## src/rtl/unidade_cp_pkg.sv

```systemverilog
// Shared types for the program-counter unit: FSM state encoding and the
// next-PC source selector used by the address mux.
package cp_pkg;

    typedef enum logic {
        RUN  = 1'b0,
        HALT = 1'b1
    } estado_t;

    typedef enum logic [2:0] {
        INC,
        BRANCH,
        JUMP,
        JR,
        POP,
        VECTOR,
        HOLD
    } sel_pc_t;

endpackage

```

## src/rtl/unidade_cp_pilha.sv

```systemverilog
// Return-address stack: a small LIFO holding link addresses for Call/Ret
// and interrupt entry/exit. Pushes into a full stack and pops from an empty
// stack are silently ignored here; the caller flags them as errors.
module pilha_retorno #(
    parameter int ADDR_WIDTH  = 10,
    parameter int STACK_DEPTH = 4,
    localparam int CW = $clog2(STACK_DEPTH + 1)
) (
    input  logic                  clock,
    input  logic                  reset,
    input  logic                  push_i,
    input  logic                  pop_i,
    input  logic [ADDR_WIDTH-1:0] dado_i,
    output logic [ADDR_WIDTH-1:0] topo_o,
    output logic                  cheia_o,
    output logic                  vazia_o,
    output logic [CW-1:0]         contagem_o
);

    localparam int IW = $clog2(STACK_DEPTH);

    logic [ADDR_WIDTH-1:0] memoria_q [STACK_DEPTH];
    logic [CW-1:0]         contagem_q;
    logic [CW-1:0]         topoPos;

    assign cheia_o    = (contagem_q == CW'(STACK_DEPTH));
    assign vazia_o    = (contagem_q == '0);
    assign contagem_o = contagem_q;

    // Top entry sits one below the count; its value is meaningless when empty.
    assign topoPos = contagem_q - CW'(1);
    assign topo_o  = memoria_q[topoPos[IW-1:0]];

    // Occupancy tracking; only the count needs a reset to empty the stack.
    always_ff @(posedge clock) begin
        if (reset) begin
            contagem_q <= '0;
        end else if (push_i && !cheia_o) begin
            contagem_q <= contagem_q + CW'(1);
        end else if (pop_i && !vazia_o) begin
            contagem_q <= contagem_q - CW'(1);
        end
    end

    // Storage write at the first free slot; while not full the count fits IW bits.
    always_ff @(posedge clock) begin
        if (push_i && !cheia_o) begin
            memoria_q[contagem_q[IW-1:0]] <= dado_i;
        end
    end

endmodule

```

## src/rtl/unidade_cp.sv

```systemverilog
// Program-counter unit: next-address selection with signed branches,
// jumps, register jumps, call/return through a hardware stack, stall/halt
// control and a single maskable interrupt with a fixed vector.
module unidade_cp
    import cp_pkg::*;
#(
    parameter int ADDR_WIDTH  = 10,
    parameter int STACK_DEPTH = 4,
    parameter int INT_VECTOR  = 1
) (
    input  logic                  clock,
    input  logic                  reset,
    input  logic [ADDR_WIDTH-1:0] desvio_condicional,
    input  logic [ADDR_WIDTH-1:0] desvio_incondicional,
    input  logic [ADDR_WIDTH-1:0] leitura1,
    input  logic                  Branch,
    input  logic                  BranchNE,
    input  logic                  Jump,
    input  logic                  Jr,
    input  logic                  Call,
    input  logic                  Ret,
    input  logic                  Reti,
    input  logic                  zero,
    input  logic                  stall,
    input  logic                  halt,
    input  logic                  resume,
    input  logic                  irq,
    output logic [ADDR_WIDTH-1:0] cp,
    output logic [ADDR_WIDTH-1:0] cp_mais1,
    output logic                  irq_ack,
    output logic                  parado,
    output logic                  int_en,
    output logic                  pilha_overflow,
    output logic                  pilha_underflow
);

    localparam int CW = $clog2(STACK_DEPTH + 1);

    estado_t               estado_q, estado_d;
    logic [ADDR_WIDTH-1:0] cp_q, cp_d;
    logic                  intEn_q, intEn_d;
    logic                  irqAck_q, irqAck_d;
    logic                  overflow_q, overflow_d;
    logic                  underflow_q, underflow_d;

    sel_pc_t               selNormal, selPc;
    logic                  pushNormal, popNormal, retiNormal;
    logic [ADDR_WIDTH-1:0] alvoNormal;
    logic [ADDR_WIDTH-1:0] pcMais1;
    logic                  desvioTomado;

    logic                  pilhaPush, pilhaPop;
    logic [ADDR_WIDTH-1:0] pilhaDado, pilhaTopo;
    logic                  pilhaCheia, pilhaVazia;
    logic [CW-1:0]         pilhaContagem;

    pilha_retorno #(
        .ADDR_WIDTH (ADDR_WIDTH),
        .STACK_DEPTH(STACK_DEPTH)
    ) u_pilha (
        .clock     (clock),
        .reset     (reset),
        .push_i    (pilhaPush),
        .pop_i     (pilhaPop),
        .dado_i    (pilhaDado),
        .topo_o    (pilhaTopo),
        .cheia_o   (pilhaCheia),
        .vazia_o   (pilhaVazia),
        .contagem_o(pilhaContagem)
    );

    assign pcMais1      = cp_q + ADDR_WIDTH'(1);
    assign desvioTomado = (Branch && zero) || (BranchNE && !zero);

    // Sequential (non-interrupt) next address, following the control priority.
    // The offset is two's complement, so plain modular addition handles negatives.
    always_comb begin
        selNormal  = INC;
        pushNormal = 1'b0;
        popNormal  = 1'b0;
        retiNormal = 1'b0;
        if (desvioTomado) begin
            selNormal = BRANCH;
        end else if (Call) begin
            selNormal  = JUMP;
            pushNormal = 1'b1;
        end else if (Jump) begin
            selNormal = JUMP;
        end else if (Ret) begin
            selNormal = POP;
            popNormal = 1'b1;
        end else if (Reti) begin
            selNormal  = POP;
            popNormal  = 1'b1;
            retiNormal = 1'b1;
        end else if (Jr) begin
            selNormal = JR;
        end

        case (selNormal)
            BRANCH:  alvoNormal = pcMais1 + desvio_condicional;
            JUMP:    alvoNormal = desvio_incondicional;
            JR:      alvoNormal = leitura1;
            POP:     alvoNormal = pilhaVazia ? pcMais1 : pilhaTopo;
            default: alvoNormal = pcMais1;
        endcase
    end

    // Decide this cycle's action from the FSM state, and derive stack traffic,
    // interrupt-enable and sticky error flags from it.
    always_comb begin
        selPc       = HOLD;
        pilhaPush   = 1'b0;
        pilhaPop    = 1'b0;
        pilhaDado   = pcMais1;
        estado_d    = estado_q;
        intEn_d     = intEn_q;
        irqAck_d    = 1'b0;
        overflow_d  = overflow_q;
        underflow_d = underflow_q;

        case (estado_q)
            RUN: begin
                if (!stall) begin
                    if (irq && intEn_q) begin
                        selPc     = VECTOR;
                        pilhaPush = 1'b1;
                        pilhaDado = alvoNormal;
                        intEn_d   = 1'b0;
                        irqAck_d  = 1'b1;
                    end else if (halt) begin
                        estado_d = HALT;
                    end else begin
                        selPc     = selNormal;
                        pilhaPush = pushNormal;
                        pilhaPop  = popNormal;
                        if (retiNormal) begin
                            intEn_d = 1'b1;
                        end
                    end
                end
            end
            HALT: begin
                if (irq && intEn_q) begin
                    selPc     = VECTOR;
                    pilhaPush = 1'b1;
                    pilhaDado = cp_q;
                    intEn_d   = 1'b0;
                    irqAck_d  = 1'b1;
                    estado_d  = RUN;
                end else if (resume) begin
                    estado_d = RUN;
                end
            end
            default: estado_d = RUN;
        endcase

        if (pilhaPush && pilhaCheia) begin
            overflow_d = 1'b1;
        end
        if (pilhaPop && pilhaVazia) begin
            underflow_d = 1'b1;
        end

        case (selPc)
            VECTOR:  cp_d = ADDR_WIDTH'(INT_VECTOR);
            HOLD:    cp_d = cp_q;
            default: cp_d = alvoNormal;
        endcase
    end

    // FSM and registered outputs; reset wins over every other input.
    always_ff @(posedge clock) begin
        if (reset) begin
            estado_q    <= RUN;
            cp_q        <= '0;
            intEn_q     <= 1'b1;
            irqAck_q    <= 1'b0;
            overflow_q  <= 1'b0;
            underflow_q <= 1'b0;
        end else begin
            estado_q    <= estado_d;
            cp_q        <= cp_d;
            intEn_q     <= intEn_d;
            irqAck_q    <= irqAck_d;
            overflow_q  <= overflow_d;
            underflow_q <= underflow_d;
        end
    end

    // The stack can never report more entries than it physically holds.
    always_ff @(posedge clock) begin
        if (!reset) begin
            assert (pilhaContagem <= CW'(STACK_DEPTH));
        end
    end

    assign cp              = cp_q;
    assign cp_mais1        = pcMais1;
    assign irq_ack         = irqAck_q;
    assign parado          = (estado_q == HALT);
    assign int_en          = intEn_q;
    assign pilha_overflow  = overflow_q;
    assign pilha_underflow = underflow_q;

endmodule

```

## config.mk

```make
export PLATFORM = sky130hd
export DESIGN_NAME = unidade_cp
export DESIGN_NICKNAME = d
export VERILOG_FILES = /design/src/rtl/unidade_cp_pkg.sv /design/src/rtl/unidade_cp_pilha.sv /design/src/rtl/unidade_cp.sv
export SDC_FILE = /design/constraint.sdc
export NUM_CORES = 1
export LEC_CHECK = 0
export CAP_MARGIN = 30
export CORE_MARGIN = 8
export CORE_UTILIZATION = 60
export CTS_CLUSTER_SIZE = 12
export DETAILED_ROUTE_END_ITERATION = 8
export DONT_BUFFER_PORTS = 1
export GPL_ROUTABILITY_DRIVEN = 0
export PLACE_DENSITY = 0.8
export SLEW_MARGIN = 20
export SYNTH_ARGS = -nofsm -noshare
export SYNTH_HDL_FRONTEND = slang
export SYNTH_SLANG_ARGS = --single-unit
```

## constraint.sdc

```tcl
create_clock -name clock -period 8.67 [get_ports clock]
set_input_delay 1.734 -clock clock [delete_from_list [all_inputs] [get_ports clock]]
set_output_delay 1.734 -clock clock [all_outputs]
set_load 0.01 [all_outputs]
```

## Word level (Yosys, flattened, before mapping)

Memories as Yosys holds them, arrays and structs flattened.
Cells that the tools add are included.
W data, S select, Z words.

- Bitwise operators: 1
- Equality and inequality tests: 11
- Add/subtract/negate cells: 4
- Reductions and logical operators: 14
- Mux-type cells: 56

Operators by type and width:

| operator | count |
|---|---|
| $mux W10 | 4 |
| $pmux W10 S2 | 2 |
| $pmux W10 S4 | 1 |
| $mux W1 | 32 |
| $mux W3 | 10 |
| $eq A3 B3 Y1 const B | 4 |
| $add A10 B1 Y10 const B | 1 |
| $add A10 B10 Y10 | 1 |
| $pmux W1 S2 | 4 |
| $logic_and A1 B1 Y1 | 7 |
| $eq A3 B2 Y1 const B | 2 |
| $ne A3 B3 Y1 const B | 2 |
| $pmux W3 S2 | 1 |
| $mux W2 | 2 |
| $reduce_and A4 Y1 | 1 |
| $add A3 B1 Y3 const B | 1 |
| $eq A3 B1 Y1 const B | 1 |
| $logic_not A1 Y1 | 3 |
| $logic_not A3 Y1 | 1 |
| $sub A3 B1 Y3 const B | 1 |
| $ne A2 B1 Y1 const B | 1 |
| $ne A2 B2 Y1 const B | 1 |
| $reduce_bool A2 Y1 | 1 |
| $logic_or A1 B1 Y1 | 1 |
| $not A1 Y1 | 1 |

- Register bits: 18
- Output and inout bits: 25
- Memories: 1
- Bits of input ports: 44
- Word-level logic and storage cells: 94
- RAM bits: 40

Memories:

| name | words | bits a word | rd ports | clocked after Yosys merged registers in | wr ports | line | RTL |
|---|---|---|---|---|---|---|---|
| u_pilha.memoria_q | 4 | 10 | 1 | 0 | 1 | unidade_cp_pilha.sv:22 | `logic [ADDR_WIDTH-1:0] memoria_q [STACK_DEPTH];` |

## Depth between registers and ports, before layout

Gate-level depths: netlist of run 1.

- Word-level depth: 12
- Mapped depth: 13
- Mapped depth without buffers: 13

## Cells and area by module

From an unflattened synthesis of run 1, not the netlist that was laid out.

- Cells, all modules: 347
- Area, all modules: 3641.0 µm²

By module, submodules not included:

| module | instances | cells an instance | area an instance (µm²) |
|---|---|---|---|
| unidade_cp | 1 | 262 | 1898.1 |
| pilha_retorno | 1 | 85 | 1742.9 |

## Worst setup path after synthesis of run 1

No wires, ideal clock.

- Path kind: input to register
- From: in desvio_condicional[6]
- To: mem u_pilha.memoria_q[0][9], data pin
- Data arrival time: 3342 ps
- Buffers on the path: 1
- Stages: 8
- Setup slack: 5060 ps
- Library setup time: 269 ps
- Data required time: 8401 ps
- Cells stage by stage: ha_1 -> clkbuf_1 -> a211oi_1 -> o21ai_0 -> o311a_1 -> nor2_1 -> xor2_1 -> o31a_1

- Cells in the longest elaborated chain, start to end: 5

Ends and longest elaborated chain:

| item | line | RTL |
|---|---|---|
| start: declaration | unidade_cp.sv:13 | `input logic [ADDR_WIDTH-1:0] desvio_condicional,` |
| $add A10 B10 Y10 | unidade_cp.sv:101 | `BRANCH: alvoNormal = pcMais1 + desvio_condicional;` |
| $pmux W10 S4 | unidade_cp.sv:100 | `case (selNormal)` |
| $mux W10 | unidade_cp.sv:125 | `if (irq && intEn_q) begin` |
| $mux W10 | unidade_cp.sv:124 | `if (!stall) begin` |
| $pmux W10 S2 | unidade_cp.sv:122 | `case (estado_q)` |
| net pilhaDado[9] | unidade_cp.sv:53 | `logic [ADDR_WIDTH-1:0] pilhaDado, pilhaTopo;` |
| end: declaration | unidade_cp_pilha.sv:22 |  |

The timed path passes the listed nets, and every way through them passes these cells.

## Worst setup path after layout of run 1

- From: reg cp_q[0] (netlist: cp[0])
- To: out cp_mais1[8]

- Cells in the longest elaborated chain, start to end: 1

Ends and longest elaborated chain:

| item | line | RTL |
|---|---|---|
| start: declaration | unidade_cp.sv:40 | `logic [ADDR_WIDTH-1:0] cp_q, cp_d;` |
| start signal: assignment | unidade_cp.sv:183 | `cp_q <= cp_d;` |
| $add A10 B1 Y10 | unidade_cp.sv:72 | `assign pcMais1 = cp_q + ADDR_WIDTH'(1);` |
| end: declaration | unidade_cp.sv:29 | `output logic [ADDR_WIDTH-1:0] cp_mais1,` |

Every way passes these cells.

==> key figures, run 1 <==
Place
  • Placed Instance Area: between 3000 and 4000 um2
  • HPWL Detailed: about 8000 um
  • Place WS: between 4000 and 5000 ps
  • IO Port Bufs: 0

Timing
  • Final setup fails: 0
  • Slew Limit Fails: 0
  • RSZ-0062 raised after global routing: no
  • Tightest Pin Transition: approximately 800 ps
  • Setup TNS: 0 ps
  • Final setup skew: about 6.1 ps
  • Hold Slack: just under 500 ps
  • Crit path time final: 4470 ps
  • Final worst setup slack: between 4000 and 5000 ps
  • Final Hold Viols: 0
  • Rel. slew slack: 0.449
  • Max frequency: about 0.22 GHz
  • Final Cycle Share: 0.515

Critical path
  • CP endpoint kind: output port
  • Launching point of the worst reg2reg path: cp[0]
  • WS Path Type: reg -> out
  • Worst setup SP type: flop
  • Crit path cell chain: ha_1, nand3_1, nor2_1, nand3_1, xor2_1, inv_1
  • CP max FO: 12
  • Max incr delay on CP: 680 ps
  • Cell repeated most along the worst path: nand3_1
  • Crit path from: cp[0]
  • Worst EP required: around 6900 ps
  • Critical-path top delay cell: dfxtp_1
  • WP data arrival: 2730 ps

Drt
  • Initial drt markers: approximately 310
  • Remaining DRCs: 0
  • Post-DRT Antenna Nets: 0
  • Vias: 3299
  • WL/cell: ~23 um
  • Vias per inst: a little under 7
  • TritonRoute pass-1 iters: 5
  • WL final: 10700 um

Yosys
  • Avg Cell Area, Syn: about 9.9 um2
  • Synthesized cell area: roughly 3900 um2
  • Sequential-to-total area share from yosys stat: 0.398
  • Net count of the mapped netlist: 458
  • Mapped Cells: 396
  • Distinct cells, synth: 70
  • Seq cells post-synth: 58
  • Synth Warn #: 0
  • Post-synth EDFFs: 40
  • Fraction of registers with async set/reset: 0
  • Dominant register cell in the synthesized netlist: edfxtp_1

Outcome
  • Status: finished, final reports clean

Clock tree
  • Max Root-Sink Buffers: 2
  • Root Buffer: clkbuf_8
  • Post-cts repair resize count: 0
  • TritonCTS clock tree: yes
  • H-tree levels: 3
  • Setup Fix Bufs, Post-CTS: 0
  • Clock sinks: a little under 60
  • Hold-fix buffer count after cts: 0
  • Clock Latency Late Sink: about 340 ps
  • CTS Buf Count: 9
  • Clk pin slew, worst setup/hold paths: approximately 70 ps

Final layout
  • Area Growth Syn to Fin: 5.93%
  • # nets final: 452
  • Filler cells: a little over 500
  • Design area: between 4000 and 5000 um2
  • Sequential cell area: ~1600 um2
  • Fraction of layout cells with a size suffix above 1: 0.111
  • Multi-input logic area: ~2200 um2

Die
  • Initial Util: 0.618
  • Chip height: 96.9 um
  • CORE AREA: 6350 um2
  • Die area: roughly 9400 um2
  • FP Rows: 29
  • Ports: 69
  • Die Wd: slightly below 100 um

Global routing
  • Initial antenna violation count: 4
  • Total gr overflow: 0
  • Largest net degree at the start of global routing: 20
  • Vias in the first global route: approximately 3000
  • First-pass GRT wire length: 16800 um
  • GR Util All Layers: 0.225

Flow run
  • Max-cap check violation count: 0

Power
  • Power Density: between 150 and 200 nW/um2
  • LEAKAGE: approximately 1.5 nW
  • Design Power: ~0.00075 W
  • Peak supply drop: roughly 0.14 mV

Hold path
  • Hold_sp: u_pilha.contagem_o[2]
  • Hold WC Path Type: reg -> reg
layer usage:
metal,routed length [um],part of all wire,GRT usage
met1,4220,0.39,0.269
met2,4790,0.45,0.334
met3,1250,0.12,0.0982
met4,425,0.040,0.115
met5,31,0.0029,0
per-stage QoR:
stage,cells,util
floorplan,396,-
global placement,456,0.621
detailed placement,456,0.621
CTS,472,0.654
global route,474,0.654
finish,474,0.654
synthesized netlist by cell type (7+ instances only):
cell type  count  share of area
dfxtp_1       18          0.092
nand3_1       11          0.014
o21ai_0       28          0.036
inv_1         15          0.014
xnor2_1       10          0.022
a21oi_1       28          0.036
mux4_2        10          0.057
nand2_1       26          0.025
nor2_1        36          0.034
nor3_1        10          0.013
ha_1          17          0.054
xor2_1         7          0.016
clkbuf_1       9         0.0086
nand2b_1       8          0.013
edfxtp_1      40           0.31
worst max-delay path, delay by kind of cell (launching register included):
| kind | cells | cell delay [ps] |
|---|---|---|
| xor gates and xnor gates | 1 | 290 |
| adders and majority gates | 1 | 410 |
| buffers and inverters | 1 | 160 |
| and+or+nand+nor | 3 | 850 |
| DFF | 1 | 680 |
power by group:
group	switching (W)	internal (W)
logic	0.0000930	0.0000608
clock network	0.000105	0.000160
registers	0.0000151	0.000312
cell usage in the layout (no fill, tap or decap), drive strengths merged, types with 4 or more instances in the layout:
cell,instances
o31ai,4
a22o,5
clkbuf,10
mux4,10
nor3,10
clkinv,4
nand2,26
inv,15
nor4,7
o21a,4
nand3,11
dfxtp,18
and3,5
nand2b,8
a211oi,6
ha,17
o211ai,7
o21ai,28
a21o,4
and2,5
a21oi,28
a221oi,4
nor2,36
nor2b,6
xor2,7
xnor2,10
edfxtp,40
final cells by class:
| type | count | area share |
|---|---|---|
| Sequential cell | 58 | 0.376 |
| Clock buffer | 10 | 0.0307 |
| Inverter | 15 | 0.0136 |
| Clock inverter | 6 | 0.0196 |
| Tap cell | 77 | 0.0232 |
| Antenna cell | 2 | 0.00120 |
| Timing Repair Buffer | 3 | 0.00542 |
| Multi-Input combinational cell | 303 | 0.531 |
path summary, 6_finish.rpt:
path                            cells after the start  slack (ps)                      end
worst min register to register                      2         490    u_pilha.contagem_o[2]
worst max-delay path                                6        4200              cp_mais1[8]
worst min-delay path                                2         490    u_pilha.contagem_o[2]
worst max register to register                     13        4390  u_pilha.memoria_q[2][9]
cells by family after synthesis:
group                    after synthesis  synth area share
AND/OR/NAND/NOR                      128             0.169
AO/OA/AOI/OAI                        127             0.230
flip-flops                            58             0.398
buffers and inverters                 35            0.0399
adder cells (fa/ha/maj)               18            0.0593
XOR/XNOR                              17            0.0380
multiplexers                          13            0.0657
registers in the layout, summed over array words and instances, names as in the netlist:
signal,cells
u_pilha.memoria_q,40
pilha_overflow,1
u_pilha.contagem_o,3
int_en,1
irq_ack,1
parado,1
pilha_underflow,1
cp,10
Power figures use the tool's default switching activity.
==> run 2: changes to the inputs <==
CORE_UTILIZATION = 58   (was 60)
clock period = 3.71 ns   (was 8.67 ns; I/O delays follow)
==> run 2 against run 1 <==
  * Core utilization fell by 1.2 points
  * Clock-buffer cell count is 1 higher
  * First-iteration DRC count up 30%
  * Cell count is 3.8% higher
  * Setup slack worse by 4100 ps
  * Sequential cell count did not move
  * Critical endpoint is now u_pilha.memoria_q[1][9]
  * Die area is 2.9% higher
  * Clock skew is 3.0 ps higher
  * Sequential share of layout area shrank 1.2 points
==> key figures, run 2 (synthesis results as in run 1) <==
Outcome
  • Status: finished, final reports clean

Power
  • Peak supply drop: 0.283 mV (+110%)
  • LEAKAGE: 1.57 nW (+6.2%)
  • Power Density: 416 nW/um2 (+130%)
  • Net Switching: 0.000522 W (+140%)
  • Sw frac: 0.293 (+0.00699)
  • Power share of the sequential group: 0.422 (-0.017)
  • Combinational fraction of design power: 0.223 (+0.017)
  • Cell Int Power: 0.00126 W (+140%)
  • Clock power share: 0.355 (about the same)

Critical path
  • WS Path Type: reg -> reg
  • Launching point of the worst reg2reg path: cp[1]
  • CP max FO: 8 (-4)
  • Reg2reg setup slack: 140 ps (-4250 ps)
  • WP data arrival: 3640 ps (+910 ps)
  • R2R cell count: 12 (-1)
  • R2r endpoint: u_pilha.memoria_q[1][9]
  • CP endpoint kind: flop
  • Worst setup SP type: flop
  • Worst EP required: 3790 ps (-3150 ps)

Clock tree
  • Hold-fix buffer count after cts: 0 (unchanged)
  • Root Buffer: clkbuf_8
  • TritonCTS clock tree: yes
  • Max Root-Sink Buffers: 2 (unchanged)
  • Clk pin slew, worst setup/hold paths: 70 ps (about the same)
  • Clock sinks: 58 (unchanged)
  • CTS Buf Count: 9 (unchanged)
  • H-tree levels: 3 (unchanged)
  • Clock Latency Late Sink: 350 ps (about the same)

Drt
  • Remaining DRCs: 0 (unchanged)
  • WL/cell: 23.3 um (+2.9%)
  • TritonRoute pass-1 iters: 6 (+1)
  • Vias per inst: 7.07 (+1.6%)
  • Initial drt markers: 403 (+30%)
  • Post-DRT Antenna Nets: 0 (unchanged)
  • WL final: 11400 um (+6.8%)
  • Vias: 3479 (+5.5%)

Timing
  • Setup TNS: 0 ps (unchanged)
  • Final setup fails: 0 (unchanged)
  • Slew Limit Fails: 0 (unchanged)
  • RSZ-0062 raised after global routing: no
  • Rel. slew slack: 0.399 (-0.0494)
  • Final Hold Viols: 0 (unchanged)
  • Final Cycle Share: 0.961
  • Hold Slack: 459 ps (-35.5 ps)
  • Tightest Pin Transition: 893 ps (+71.8 ps)
  • Max frequency: around 0.28 GHz
  • Final setup skew: 9.17 ps (+3.03 ps)
  • Crit path time final: 3570 ps

Die
  • Ports: 69 (unchanged)
  • Initial Util: 0.587 (-0.0307)
  • Die Wd: 98.2 um (+1.4%)
  • CORE AREA: 6680 um2 (+5.2%)
  • Die area: 9650 um2 (+2.9%)
  • FP Rows: 30 (+3.4%)
  • Chip height: 98.2 um (+1.4%)

Global routing
  • First-pass GRT wire length: 17600 um (+4.9%)
  • Initial antenna violation count: 0 (-4)
  • Total gr overflow: 0 (unchanged)
  • Largest net degree at the start of global routing: 20 (unchanged)
  • Vias in the first global route: 3303 (+8.5%)
  • GR Util All Layers: 0.236 (+0.0116)

Place
  • HPWL Detailed: 8740 um (+8.2%)
  • IO Port Bufs: 0 (unchanged)

Final layout
  • Area Growth Syn to Fin: 9.38%
  • # nets final: 469 (+3.8%)
  • Commonest non-fill, non-tap cell in the layout: edfxtp_1
  • Multi-input logic area: 2210 um2 (+0.34%)
  • Filler cells: 550 (+7.6%)
  • Fraction of layout cells with a size suffix above 1: 0.150 (+0.0391)
  • Sequential cell area: 1560 um2 (unchanged)
  • Max reg flops: 40 (unchanged)
  • Most frequent cells in the layout: edfxtp_1 (40), nor2_1 (36), a21oi_1 (28), o21ai_0 (28), nand2_1 (26)
  • Ant. Diodes: 0 (-2)

Hold path
  • Hold depth: 1 (-1)
  • Endpoint, Worst Hold: pilha_overflow
  • Hold WC Path Type: in -> reg
  • Hold_sp: reset

Flow run
  • Max-cap check violation count: 0 (unchanged)
## run 2: changes by cell type in the layout (fill, tap and decap cells not counted), sizes merged
cell	delta
diode	-2
buf	+17
clkinvlp	+2
clkbuf	+1
clkinv	-3
## run 2: timing repair
| action | in CTS | in global routing |
|---|---|---|
| endpoints found under the setup margin | 0 | 4 |
| resized for setup | 0 | 1 |
| buffers inserted | 0 | 0 |
## run 2: critical path: stages (launching register included)
cell      delay [ps]
dfxtp_1          500
ha_1             240
nand3_1          150
nor2_1           160
buf_4            160
xor2_1           250
ha_1             370
a211oi_1         330
o21ai_0          190
a211oi_1         330
nor2_1           140
xor2_1           160
o31a_1           300
## run 2: area by class of cell
| cell class | count | area share |
|---|---|---|
| Timing Repair Buffer | 20 | 0.0350 |
| Sequential cell | 58 | 0.364 |
| Clock buffer | 11 | 0.0306 |
| Multi-Input combinational cell | 303 | 0.516 |
| Clock inverter | 5 | 0.0184 |
| Inverter | 15 | 0.0131 |
| Tap cell | 80 | 0.0233 |
## run 2: layer usage
metal  track usage  share of wire
met1         0.290           0.37
met2         0.380           0.47
met3        0.0775           0.13
met4        0.0838          0.026
met5             0              0
## run 2: how the worst max path moves through the flow
| stage | startpoint | endpoint | slack (ps) | depth (start not counted) |
|---|---|---|---|---|
| final | cp[1] | u_pilha.memoria_q[1][9] | 140 | 12 |
| after global routing | cp[1] | u_pilha.memoria_q[3][9] | 30 | 12 |
| after CTS | cp[1] | u_pilha.memoria_q[1][9] | 220 | 12 |
| after detailed placement | cp[1] | u_pilha.memoria_q[0][9] | 240 | 12 |
| after global placement | cp[3] | u_pilha.memoria_q[3][7] | 330 | 9 |
| after floorplan | cp[1] | u_pilha.memoria_q[0][9] | 290 | 12 |
## run 2: power groups by stage
stage | logic (W) | clock network, W | registers (W)
detailed placement | 0.000386 | 0 | 0.000766
global route | 0.000425 | 0.000666 | 0.000755
floorplan | 0.000289 | 0 | 0.000759
global placement | 0.000377 | 0 | 0.000764
finish | 0.000398 | 0.000633 | 0.000752
CTS | 0.000388 | 0.000638 | 0.000752
## run 2: stage by stage
step | setup slack, ps | utilization | area, um2 | instances | power (W)
after floorplan | 288 | - | 3920 | 396 | 0.00105
final | 144 | 0.642 | 4290 | 492 | 0.00178
after global routing | 26.5 | 0.642 | 4290 | 492 | 0.00185
after CTS | 220 | 0.641 | 4280 | 492 | 0.00178
after detailed placement | 237 | 0.610 | 4070 | 476 | 0.00115
after global placement | 330 | 0.610 | 4070 | 476 | 0.00114
